$ cat config.mk
export PLATFORM = sky130hd
export DESIGN_NAME = seg7_display_driver
export DESIGN_NICKNAME = d
export VERILOG_FILES = /design/src/rtl/seg7_pkg.sv /design/src/rtl/seg7_display_driver_hex_decoder.sv /design/src/rtl/seg7_display_driver.sv
export SDC_FILE = /design/constraint.sdc
export NUM_CORES = 1
export LEC_CHECK = 0
export CORE_UTILIZATION = 50
export DETAILED_ROUTE_END_ITERATION = 8
export MAX_ROUTING_LAYER = met4
export PLACE_DENSITY_LB_ADDON = 0.1
export SLEW_MARGIN = 5
export SYNTH_ARGS = -nofsm -noshare
export SYNTH_HDL_FRONTEND = slang
export SYNTH_SLANG_ARGS = --single-unit
export TNS_END_PERCENT = 5
$ cat constraint.sdc
create_clock -name clk -period 2.9 [get_ports clk]
set_clock_uncertainty 0.15 [all_clocks]
set_input_delay 0.435 -clock clk [delete_from_list [all_inputs] [get_ports clk]]
set_output_delay 0.435 -clock clk [all_outputs]
set_load 0.01 [all_outputs]
$ cat src/rtl/seg7_pkg.sv
// -----------------------------------------------------------------------------
// seg7_pkg
// Shared types and constants for the seven-segment display driver.
//   SEG7_NUM_DIGITS : number of digits on the board display
//   seg7_t          : active-low segment vector {g,f,e,d,c,b,a}
//   seg7_state_e    : per-slot scan phase (BLANK, DRIVE)
//   SEG7_OFF        : all segments dark
//   ANODES_OFF      : all anodes disabled
//   hex_to_seg7()   : nibble -> active-low segment pattern
// -----------------------------------------------------------------------------
package seg7_pkg;

    localparam int SEG7_NUM_DIGITS = 8;

    typedef logic [6:0] seg7_t;

    typedef enum logic [0:0] {
        BLANK = 1'b0,
        DRIVE = 1'b1
    } seg7_state_e;

    localparam seg7_t      SEG7_OFF   = 7'h7F;
    localparam logic [7:0] ANODES_OFF = 8'hFF;

    function automatic seg7_t hex_to_seg7(input logic [3:0] nibble);
        seg7_t seg;
        case (nibble)
            4'h0:    seg = 7'h40;
            4'h1:    seg = 7'h79;
            4'h2:    seg = 7'h24;
            4'h3:    seg = 7'h30;
            4'h4:    seg = 7'h19;
            4'h5:    seg = 7'h12;
            4'h6:    seg = 7'h02;
            4'h7:    seg = 7'h78;
            4'h8:    seg = 7'h00;
            4'h9:    seg = 7'h10;
            4'hA:    seg = 7'h08;
            4'hB:    seg = 7'h03;
            4'hC:    seg = 7'h46;
            4'hD:    seg = 7'h21;
            4'hE:    seg = 7'h06;
            4'hF:    seg = 7'h0E;
            default: seg = SEG7_OFF;
        endcase
        return seg;
    endfunction

endpackage

$ cat src/rtl/seg7_display_driver_hex_decoder.sv
// -----------------------------------------------------------------------------
// seg7_hex_decoder
// Purely combinational hex nibble to active-low seven-segment decoder.
//   i_nibble : 4-bit value to display
//   o_seg    : active-low segments {g,f,e,d,c,b,a}
// -----------------------------------------------------------------------------
module seg7_hex_decoder
    import seg7_pkg::*;
(
    input  logic [3:0] i_nibble,
    output seg7_t      o_seg
);

    assign o_seg = hex_to_seg7(i_nibble);

endmodule

$ cat src/rtl/seg7_display_driver.sv
// -----------------------------------------------------------------------------
// seg7_display_driver
// Time-multiplexed driver for an 8-digit common-anode seven-segment display.
// Each digit slot starts with an all-off blanking interval, then drives the
// selected digit. Display data is double-buffered: a loaded word is held as
// pending and copied into the shadow register only at the frame boundary.
//
// Ports:
//   clk          : system clock
//   arst_n       : synchronous active-low reset
//   i_data       : display word, nibble i shown on digit i
//   i_dots       : decimal point request per digit (1 = lit)
//   i_digit_en   : live per-digit enable (0 = dark, timing unchanged)
//   i_load       : 1-cycle strobe capturing i_data/i_dots as pending word
//   o_anodes     : anode enables, active-low
//   o_segments   : segments {g,f,e,d,c,b,a}, active-low
//   o_dp         : decimal point, active-low
//   o_frame_done : 1-cycle pulse after the last cycle of each full scan
//
// Build option:
//   SEG7_LEADING_ZERO_BLANK_EN : when defined, leading zero digits of the
//   shadow word are suppressed (digit 0 and digits with a lit dot excepted).
// -----------------------------------------------------------------------------
module seg7_display_driver
    import seg7_pkg::*;
#(
    parameter int NUM_DIGITS           = SEG7_NUM_DIGITS,
    parameter int DIGIT_REFRESH_CYCLES = 100000,
    parameter int BLANK_CYCLES         = 1000
) (
    input  logic                    clk,
    input  logic                    arst_n,
    input  logic [4*NUM_DIGITS-1:0] i_data,
    input  logic [NUM_DIGITS-1:0]   i_dots,
    input  logic [NUM_DIGITS-1:0]   i_digit_en,
    input  logic                    i_load,
    output logic [NUM_DIGITS-1:0]   o_anodes,
    output seg7_t                   o_segments,
    output logic                    o_dp,
    output logic                    o_frame_done
);

    localparam int CNT_W = $clog2(DIGIT_REFRESH_CYCLES);
    localparam int IDX_W = $clog2(NUM_DIGITS);
    localparam logic [CNT_W-1:0] CNT_LAST   = CNT_W'(DIGIT_REFRESH_CYCLES - 1);
    localparam logic [CNT_W-1:0] BLANK_LAST = CNT_W'(BLANK_CYCLES - 1);
    localparam logic [IDX_W-1:0] IDX_LAST   = IDX_W'(NUM_DIGITS - 1);

    logic [CNT_W-1:0]        cnt_q, cnt_d;
    logic [IDX_W-1:0]        idx_q, idx_d;
    seg7_state_e             state_q, state_d;
    logic [4*NUM_DIGITS-1:0] shadow_data_q, shadow_data_d;
    logic [NUM_DIGITS-1:0]   shadow_dots_q, shadow_dots_d;
    logic [4*NUM_DIGITS-1:0] pending_data_q, pending_data_d;
    logic [NUM_DIGITS-1:0]   pending_dots_q, pending_dots_d;
    logic                    pending_q, pending_d;
    logic [NUM_DIGITS-1:0]   anodes_q, anodes_d;
    seg7_t                   segments_q, segments_d;
    logic                    dp_q, dp_d;
    logic                    frame_done_q, frame_done_d;

    logic                    cnt_wrap_s;
    logic                    boundary_s;
    logic [3:0]              nibble_s;
    seg7_t                   dec_seg_s;
    logic [NUM_DIGITS-1:0]   suppress_s;
    logic                    digit_on_s;

    // Slot-end and frame-end detection.
    always_comb begin
        cnt_wrap_s = (cnt_q == CNT_LAST);
        boundary_s = cnt_wrap_s && (idx_q == IDX_LAST);
    end

    // Slot counter, digit index and BLANK/DRIVE next-state logic.
    always_comb begin
        cnt_d   = cnt_q;
        idx_d   = idx_q;
        state_d = state_q;
        if (cnt_wrap_s) begin
            cnt_d = '0;
            if (idx_q == IDX_LAST) begin
                idx_d = '0;
            end else begin
                idx_d = idx_q + IDX_W'(1);
            end
        end else begin
            cnt_d = cnt_q + CNT_W'(1);
            idx_d = idx_q;
        end
        case (state_q)
            BLANK: begin
                if (cnt_q == BLANK_LAST) begin
                    state_d = DRIVE;
                end else begin
                    state_d = BLANK;
                end
            end
            DRIVE: begin
                if (cnt_wrap_s) begin
                    state_d = BLANK;
                end else begin
                    state_d = DRIVE;
                end
            end
            default: state_d = BLANK;
        endcase
    end

    // Pending/shadow double buffer; a load in the boundary cycle bypasses pending.
    always_comb begin
        shadow_data_d  = shadow_data_q;
        shadow_dots_d  = shadow_dots_q;
        pending_data_d = pending_data_q;
        pending_dots_d = pending_dots_q;
        pending_d      = pending_q;
        if (boundary_s) begin
            if (i_load) begin
                shadow_data_d = i_data;
                shadow_dots_d = i_dots;
                pending_d     = 1'b0;
            end else if (pending_q) begin
                shadow_data_d = pending_data_q;
                shadow_dots_d = pending_dots_q;
                pending_d     = 1'b0;
            end else begin
                pending_d     = 1'b0;
            end
        end else if (i_load) begin
            pending_data_d = i_data;
            pending_dots_d = i_dots;
            pending_d      = 1'b1;
        end else begin
            pending_d      = pending_q;
        end
    end

    // Leading-zero suppression mask computed from the shadow word.
    always_comb begin
        logic zero_run;
        suppress_s = '0;
        zero_run   = 1'b1;
`ifdef SEG7_LEADING_ZERO_BLANK_EN
        for (int i = NUM_DIGITS - 1; i >= 0; i--) begin
            zero_run      = zero_run & (shadow_data_q[4*i +: 4] == 4'h0);
            suppress_s[i] = zero_run & ~shadow_dots_q[i] & (i != 0);
        end
`else
        suppress_s = '0;
        zero_run   = 1'b0;
`endif
    end

    assign nibble_s   = shadow_data_q[{idx_q, 2'b00} +: 4];
    assign digit_on_s = i_digit_en[idx_q] & ~suppress_s[idx_q];

    seg7_hex_decoder u_hex_decoder (
        .i_nibble (nibble_s),
        .o_seg    (dec_seg_s)
    );

    // Next values of the registered pin outputs.
    always_comb begin
        anodes_d     = ANODES_OFF;
        segments_d   = SEG7_OFF;
        dp_d         = 1'b1;
        frame_done_d = boundary_s;
        if (state_q == DRIVE) begin
            if (digit_on_s) begin
                anodes_d = ~(NUM_DIGITS'(1) << idx_q);
            end else begin
                anodes_d = ANODES_OFF;
            end
            segments_d = dec_seg_s;
            dp_d       = ~shadow_dots_q[idx_q];
        end else begin
            anodes_d   = ANODES_OFF;
            segments_d = SEG7_OFF;
            dp_d       = 1'b1;
        end
    end

    // State and output registers with synchronous active-low reset.
    always_ff @(posedge clk) begin
        if (!arst_n) begin
            cnt_q          <= '0;
            idx_q          <= '0;
            state_q        <= BLANK;
            shadow_data_q  <= '0;
            shadow_dots_q  <= '0;
            pending_data_q <= '0;
            pending_dots_q <= '0;
            pending_q      <= 1'b0;
            anodes_q       <= ANODES_OFF;
            segments_q     <= SEG7_OFF;
            dp_q           <= 1'b1;
            frame_done_q   <= 1'b0;
        end else begin
            cnt_q          <= cnt_d;
            idx_q          <= idx_d;
            state_q        <= state_d;
            shadow_data_q  <= shadow_data_d;
            shadow_dots_q  <= shadow_dots_d;
            pending_data_q <= pending_data_d;
            pending_dots_q <= pending_dots_d;
            pending_q      <= pending_d;
            anodes_q       <= anodes_d;
            segments_q     <= segments_d;
            dp_q           <= dp_d;
            frame_done_q   <= frame_done_d;
        end
    end

    assign o_anodes     = anodes_q;
    assign o_segments   = segments_q;
    assign o_dp         = dp_q;
    assign o_frame_done = frame_done_q;

endmodule

# Yosys cells after proc, flatten, opt, wreduce, memory -nomap -nowiden
# Memory sizes are Yosys's and may differ from the RTL's. A register that Yosys moved wholly into a read port is not among the register bits.
# Index checks and enable logic that the tools add are counted.
# word_totals
n_memories	2
inputBits	51
regBits	112
rom_bits	120
out_inout_bits	17
# mem_list
name	words	width	read_ports	rd_ports_with_merged_regs	wr	line_no	rtl
(no name shown)	16	7	1	1	0	seg7_pkg.sv:27	case (nibble)
(no name shown)	8	1	1	1	0	seg7_display_driver.sv:155	assign digit_on_s = i_digit_en[idx_q] & ~suppress_s[idx_q];
# op_classes
shift	2
eq_ne	3
bitwise_logic	7
muxes	15
add_sub_neg	2
magnitude_cmp	1
n_reduce_logical	9
# ops
cell	count
2-to-1 mux 32 bit	2
variable part select 32 x 6 -> 4 bit	1
adder 17 x 1 -> 17 bit, second input constant	1
== test 17 x 10 -> 1 bit, second input constant	1
== test 17 bit, second input constant	1
2-to-1 mux 8 bit	2
2-to-1 mux 3 bit	3
inverter 8 bit	1
<< shifter 1 x 3 -> 8 bit, first input constant	1
binary-select mux 1 bit (select 3 bit)	2
AND reduction 2 bit	3
2-to-1 mux 1 bit	5
inverter 1 bit	5
less-than comparator 3 x 4 -> 1 bit, second input constant	1
OR reduction 2 bit	2
adder 3 x 1 -> 3 bit, second input constant	1
== test 3 bit, second input constant	1
AND reduction 3 bit	1
case mux 1 bit (2 select lines)	1
nonzero test 2 bit	1
AND 1 bit	1
logical AND 1 bit	1
zero test 1 bit	1

# Longest topological paths before layout
# Gate-level depths: netlist (run 1).
# logic_depth
word_depth	5
mapped_depth	10
depth_no_buf	8

# Cells and area by module
# From an unflattened synthesis (run 1), not the netlist that was laid out.
# hier_totals
cells_unflattened	743
hier_area_um2	6441.2
# modules_own_cells
module	instances	cells_per_inst	area_each_um2	seq_area_each_um2
seg7_display_driver	1	711	6165.9	2382.3
seg7_hex_decoder	1	32	275.3	0.0

# Worst setup path after synthesis (run 1)
# OpenSTA, ideal clock, no wires.
# synth_path
path_kind	reg-to-reg
from	reg idx_q[0]
to	reg segments_q[3] (netlist: o_segments[3])
arrival_ps	2128
required_ps	2615
path_stages_with_launch	11
setup_slack_ps	487
period_less_slack_ps	2413
path_cell_list	dfxtp_1 buf_2 buf_4 mux4_2 nand2_1 nand2_1 ha_1 inv_1 a21oi_1 a2111oi_0 a31oi_1
# synth_via
elab_chain_len	1
# synth_lines
item	line_no	rtl
from (decl)	seg7_display_driver.sv:50	logic [IDX_W-1:0] idx_q, idx_d;
from (signal assigned)	seg7_display_driver.sv:200	idx_q <= idx_d;
variable part select 32 x 6 -> 4 bit	seg7_display_driver.sv:154	assign nibble_s = shadow_data_q[{idx_q, 2'b00} +: 4];
to (decl)	seg7_display_driver.sv:58	seg7_t segments_q, segments_d;
# Every way passes these cells.
# A chain may end at the register's enable or synchronous reset.

# Final worst setup path (run 1)
# Same ends and word-level chain as after synthesis.

==> impl_results.md, run 1 <==
- Hold_sp: arst_n
- Finished layout cell area: 0.00679 sq mm
- Placer Congestion: 0.826
- Num CTS Buffers: 17
- Area Overhead vs Synth: 25.3%
- Htree depth: 4
- Post-Synthesis Net Count: 637
- N_diodes: 0
- Rows: 37
- Num ports: 68
- Initial Utilization: 0.520
- Initial antenna violation count: 0
- Unrepaired setup endpoints after global routing: false
- Req. time, crit path: 3.13 ns
- Post-synth design cell area: 0.00542 sq mm
- Pleak: 3.10 nW
- Sinks on the clock net: 119
- CTS tree: built
- Setup_tns: 0 ns
- Port Buffer Count: 67
- Die area: 0.0113 sq mm
- Number of synthesized flops with an enable pin: 0
- Vias in the first global route: 4148
- Clock Latency Late Sink: 0.51 ns
- Post_cts resized: 0
- Worst-margin pin slew: 0.677 ns
- Remaining DRCs: 0
- Post-Synth Simple-Gate Area: 0.176
- GRT Total Usage: 0.223
- Placed Cells: 746
- Worst r2r dst: o_segments[3]
- Synth Area in XOR/XNOR: 0.0226
- Commonest cells after routing, fill and taps aside: 119 x dfxtp_1, 111 x nand2_1, 65 x clkdlybuf4s50_1
- Clock tree buffer depth: 2
- Die Span Y: 106 um
- Overflow after GRT: 0
- Flop2flop setup slack: 0.33 ns
- Synth async-reset ratio: 0
- Period utilization: 0.886
- Ratio of cells with drive above 1 in the final layout: 0.0935
- Compound-Gate Fraction of Synth Area: 0.145
- Max VDD drop: 0.000340 V
- Total of max-cap violations: 0
- Highest clock rate: 389 MHz
- Die W: 106 um
- Hold buffer count at CTS: 0
- Post-synthesis mux area share: 0.139
- Path depth of the worst reg2reg path: 9
- CP arrival: 2.80 ns
- Mapped Cells: 574
- Clock Pin Slew Worst Setup and Hold Paths: 0.05 ns
- Final wirelength: 11300 um
- Core area: 0.0104 sq mm
- DR vias/cell: 5.47
- Outcome: complete, no violations
- Crit end category: flip-flop
- Vias: 4256
- Syn avg cell area: 9.44 sq um
- Tmin final: 2.57 ns
- Post-Synth Adder-Cell Area: 0.0277
- Hpwl dp: 7490 um
- Worst Setup Start Kind: flip-flop
- Hold EP: state_q
- #FFs+latches synth: 119
- Post-DRT Antenna Nets: 0
- Hold Path Depth: 3
- Distinct cells, synth: 47
- 1st-iter DRT viols: 232
- WS Path Type: reg2reg
- Reg2Reg Launch Point: idx_q[0]
- Main flop type after synthesis: dfxtp_1
- CTS root buf: clkbuf_8
- Endpoints failing hold: 0
- Slew Limit Fails: 0
- Yosys warning count: 0
- First-pass DRT Iterations: 5
- Combinational family with the most area after synthesis: simple AND/OR/NAND/NOR gates
- First-pass GRT wire length: 19200 um
- Slew HR: 0.544
- PD cells: 621 mW/mm^2
- Most common cell after layout, fill and taps aside: dfxtp_1
- Crit Path Max Fanout: 15
- # Post-CTS Setup Buffers: 0
- Non-Filler Instances: 778
- Largest net degree at the start of global routing: 81
- Wire length per cell: 14.5 um
- Setup violators final: 0
- Worst hold path type: in2reg
- Area after DPL: 0.00614 sq mm
- Register area share after synthesis: 0.440
- Nets: 692
## metal layers
layer  part of all wire  vias up  track usage
met5                  0        -            -
met4              0.010        0       0.0813
met3              0.037       10       0.0552
met2               0.48       83        0.360
met1               0.47     2020        0.270
li1                   -     2143            -
## worst max path at each step
stage                        start                end  slack, ns
after floorplan           idx_q[0]      o_segments[3]       0.49
after global placement    idx_q[0]      o_segments[3]       0.44
after detailed placement  idx_q[0]      o_segments[3]       0.36
final                     idx_q[0]      o_segments[3]       0.33
after global routing      idx_q[1]  shadow_data_q[24]       0.16
after CTS                 idx_q[0]      o_segments[3]       0.33
## cells by family after synthesis
group                      Yosys count
and+or+nand+nor                    212
adders and majority gates           12
buffers and inverters               51
AOI/OAI and AO/OA                  105
xor gates and xnor gates            14
DFF                                119
muxes                               61
## per-stage QoR
| stage | worst slack [ns] | total power, mW | hold slack, ns | utilization |
|---|---|---|---|---|
| floorplan | 0.487 | 1.85 | 0.268 | - |
| global placement | 0.436 | 1.95 | 0.278 | 0.589 |
| detailed placement | 0.361 | 1.96 | 0.292 | 0.589 |
| CTS | 0.333 | 4.25 | 0.0915 | 0.652 |
| global route | 0.156 | 4.36 | 0.0972 | 0.652 |
| finish | 0.330 | 4.22 | 0.114 | 0.652 |
## sequential cells by signal, summed over array words and instances, names as in the netlist
signal,cells
pending_data_q,32
shadow_data_q,32
cnt_q,17
o_anodes,8
pending_dots_q,8
shadow_dots_q,8
o_segments,7
idx_q,3
o_dp,1
o_frame_done,1
pending_q,1
state_q,1
## layout make-up
cell class	count	area [sq um]
sequential	119	2380
inverter	9	33.8
timing repair buffer	78	783
tap	136	170
clock inverter	8	165
multi-input combinational	404	2770
clock buffer	24	490
fill	860	3620
## synthesized netlist by cell type, types with 2 or more instances
master / number / area, sq um
a31oi_1: 2 / 12.5
dfxtp_1: 119 / 2380
inv_1: 8 / 30.0
o221ai_1: 4 / 35.0
o211a_1: 41 / 410
a21oi_1: 4 / 20.0
mux2i_1: 47 / 470
nand4_1: 4 / 25.0
and2_1: 4 / 25.0
buf_2: 7 / 35.0
buf_6: 9 / 101
nand3_1: 49 / 245
mux2_2: 2 / 22.5
nor3_1: 3 / 15.0
mux4_2: 10 / 225
o21ai_1: 19 / 95.1
o21ai_0: 26 / 130
nor4_1: 2 / 12.5
xnor2_1: 5 / 43.8
and3_1: 5 / 31.3
clkbuf_1: 25 / 93.8
nand2_1: 111 / 417
or3_1: 3 / 18.8
xor2_1: 9 / 78.8
ha_1: 12 / 150
nor2_1: 22 / 82.6
nor2b_1: 2 / 12.5
## where the power goes
| part | switching (mW) | internal, mW | leakage [nW] |
|---|---|---|---|
| registers | 0.0179 | 1.67 | 0.968 |
| logic | 0.114 | 0.116 | 1.81 |
| clock network | 0.701 | 1.59 | 0.325 |
## critical path, stage by stage, from the launching register on
cell and delay (ns):
dfxtp_1 0.48, buf_12 0.21, mux4_2 0.50, nand2_1 0.08
nand2_1 0.15, ha_1 0.26, inv_1 0.08, a21oi_1 0.05
a2111oi_0 0.40, a31oi_1 0.07
(Power assumes the default switching activity.)
==> run 2, diff against run 1 <==
- CORE_MARGIN: unset -> 2
==> impl_results.md, run 2 (synthesis gave the netlist of run 1 again) <==
- Area Overhead vs Synth: 22.9%
- Clock tree buffer depth: 2
- Setup_tns: 0 ns
- Endpoints failing hold: 0
- Largest net degree at the start of global routing: 86
- CTS root buf: clkbuf_8
- Num CTS Buffers: 17
- Num ports: 68
- CP peak stage delay: 0.62 ns
- Remaining DRCs: 0
- Crit end category: flip-flop
- Hpwl dp: 7430 um
- 1st-iter DRT viols: 243
- Port Buffer Count: 67
- Area occupied by multi-input gates: 0.00277 sq mm
- Clock Latency Late Sink: 0.52 ns
- Ratio of cells with drive above 1 in the final layout: 0.0861
- Critical Path Most Common Cell: nand2_1
- CP max-delay cell: dfxtp_1
- Max VDD drop: 0.000366 V
- Worst Setup Start Kind: flip-flop
- GRT Total Usage: 0.207
- Clock Pin Slew Worst Setup and Hold Paths: 0.05 ns
- # Post-CTS Setup Buffers: 0
- Highest clock rate: 383 MHz
- Setup violators final: 0
- Total of max-cap violations: 0
- Overflow after GRT: 0
- Period utilization: 0.900
- N_diodes: 0
- Non-Filler Instances: 779
- Core area: 0.0107 sq mm
- Vias: 4153
- Slew Limit Fails: 0
- Worst hold path type: in2reg
- CTS tree: built
- Placed Cells: 749
- Nets: 691
- Die W: 108 um
- Area after DPL: 0.00613 sq mm
- Hold buffer count at CTS: 0
- Sinks on the clock net: 119
- Outcome: complete, no violations
- Slew HR: 0.599
- Unrepaired setup endpoints after global routing: false
- Wire length per cell: 14.1 um
- Fin Hold WS: 0.232 ns
- # fillers: 917
- Post_cts resized: 0
- Htree depth: 4
- Crit Path Max Fanout: 10
- First-pass DRT Iterations: 4
- Req. time, crit path: 3.13 ns
- First-pass GRT wire length: 18400 um
- Flop2flop setup slack: 0.29 ns
- CP arrival: 2.84 ns
- Die area: 0.0117 sq mm
- Finished layout cell area: 0.00666 sq mm
- Pleak: 3.04 nW
- Die Span Y: 108 um
- Most common cell after layout, fill and taps aside: dfxtp_1
- DR vias/cell: 5.33
- CP Cell Sequence: mux4_2, nand2_1, nand2_1, ha_1, inv_1, a21oi_1, a2111oi_0, a31oi_1
- Tmin final: 2.61 ns
- Rows: 38
- Placer Congestion: 0.792
- WS Path Type: reg2reg
- Register area: 0.00238 sq mm
- Final wirelength: 11000 um
- Initial antenna violation count: 0
- PD cells: 565 mW/mm^2
- Post-DRT Antenna Nets: 0
- Final Util: 0.623
- Vias in the first global route: 3888
- Worst-margin pin slew: 0.595 ns
- Initial Utilization: 0.507
- Regs by FF count: pending_data_q (32), shadow_data_q (32), cnt_q (17)
- Commonest cells after routing, fill and taps aside: 119 x dfxtp_1, 111 x nand2_1, 65 x clkdlybuf4s50_1
==> run 2: area by class of cell <==
| type | count | area share |
|---|---|---|
| clock buffers | 27 | 0.0768 |
| clock inverters | 3 | 0.00225 |
| inverters | 9 | 0.00507 |
| multi-input cells | 404 | 0.415 |
| flip-flops and latches | 119 | 0.358 |
| well taps | 140 | 0.0263 |
| repair buffers | 77 | 0.116 |
==> run 2: worst paths after layout <==
path                                         from           endpoint  depth (start not counted)
worst max-delay path                     idx_q[0]      o_segments[3]                          8
worst min-delay path                       arst_n  shadow_data_q[31]                          2
worst max register to register           idx_q[0]      o_segments[3]                          8
worst min register to register  pending_data_q[6]  pending_data_q[6]                          2
==> run 2: critical path, delay by kind of cell, from the launching register on <==
family / cells / cell delay (ns)
flops: 1 / 0.62
mux: 1 / 0.57
compound gates: 3 / 0.59
simple gates: 2 / 0.21
buf+inv: 1 / 0.08
fa+ha+maj: 1 / 0.25
==> run 2: per-stage QoR <==
stage,setup slack [ns],power [mW]
floorplan,0.487,1.85
CTS,0.311,3.81
finish,0.290,3.76
global route,0.0848,3.91
global placement,0.420,1.95
detailed placement,0.335,1.96
==> run 2: routing by layer <==
layer	wire length (um)	track usage	vias to the layer above
met3	491	0.0512	6
met4	85	0.0852	0
met1	5220	0.257	1923
li1	-	-	2142
met5	0	-	-
met2	5190	0.324	82
==> run 2: report_power, final <==
group          switching, mW  leakage, nW  total, mW  internal, mW
Combinational          0.111         1.81      0.228         0.117
Sequential            0.0181        0.968       1.69          1.67
Clock                  0.668        0.264       1.84          1.17
Total                  0.798         3.04       3.76          2.96
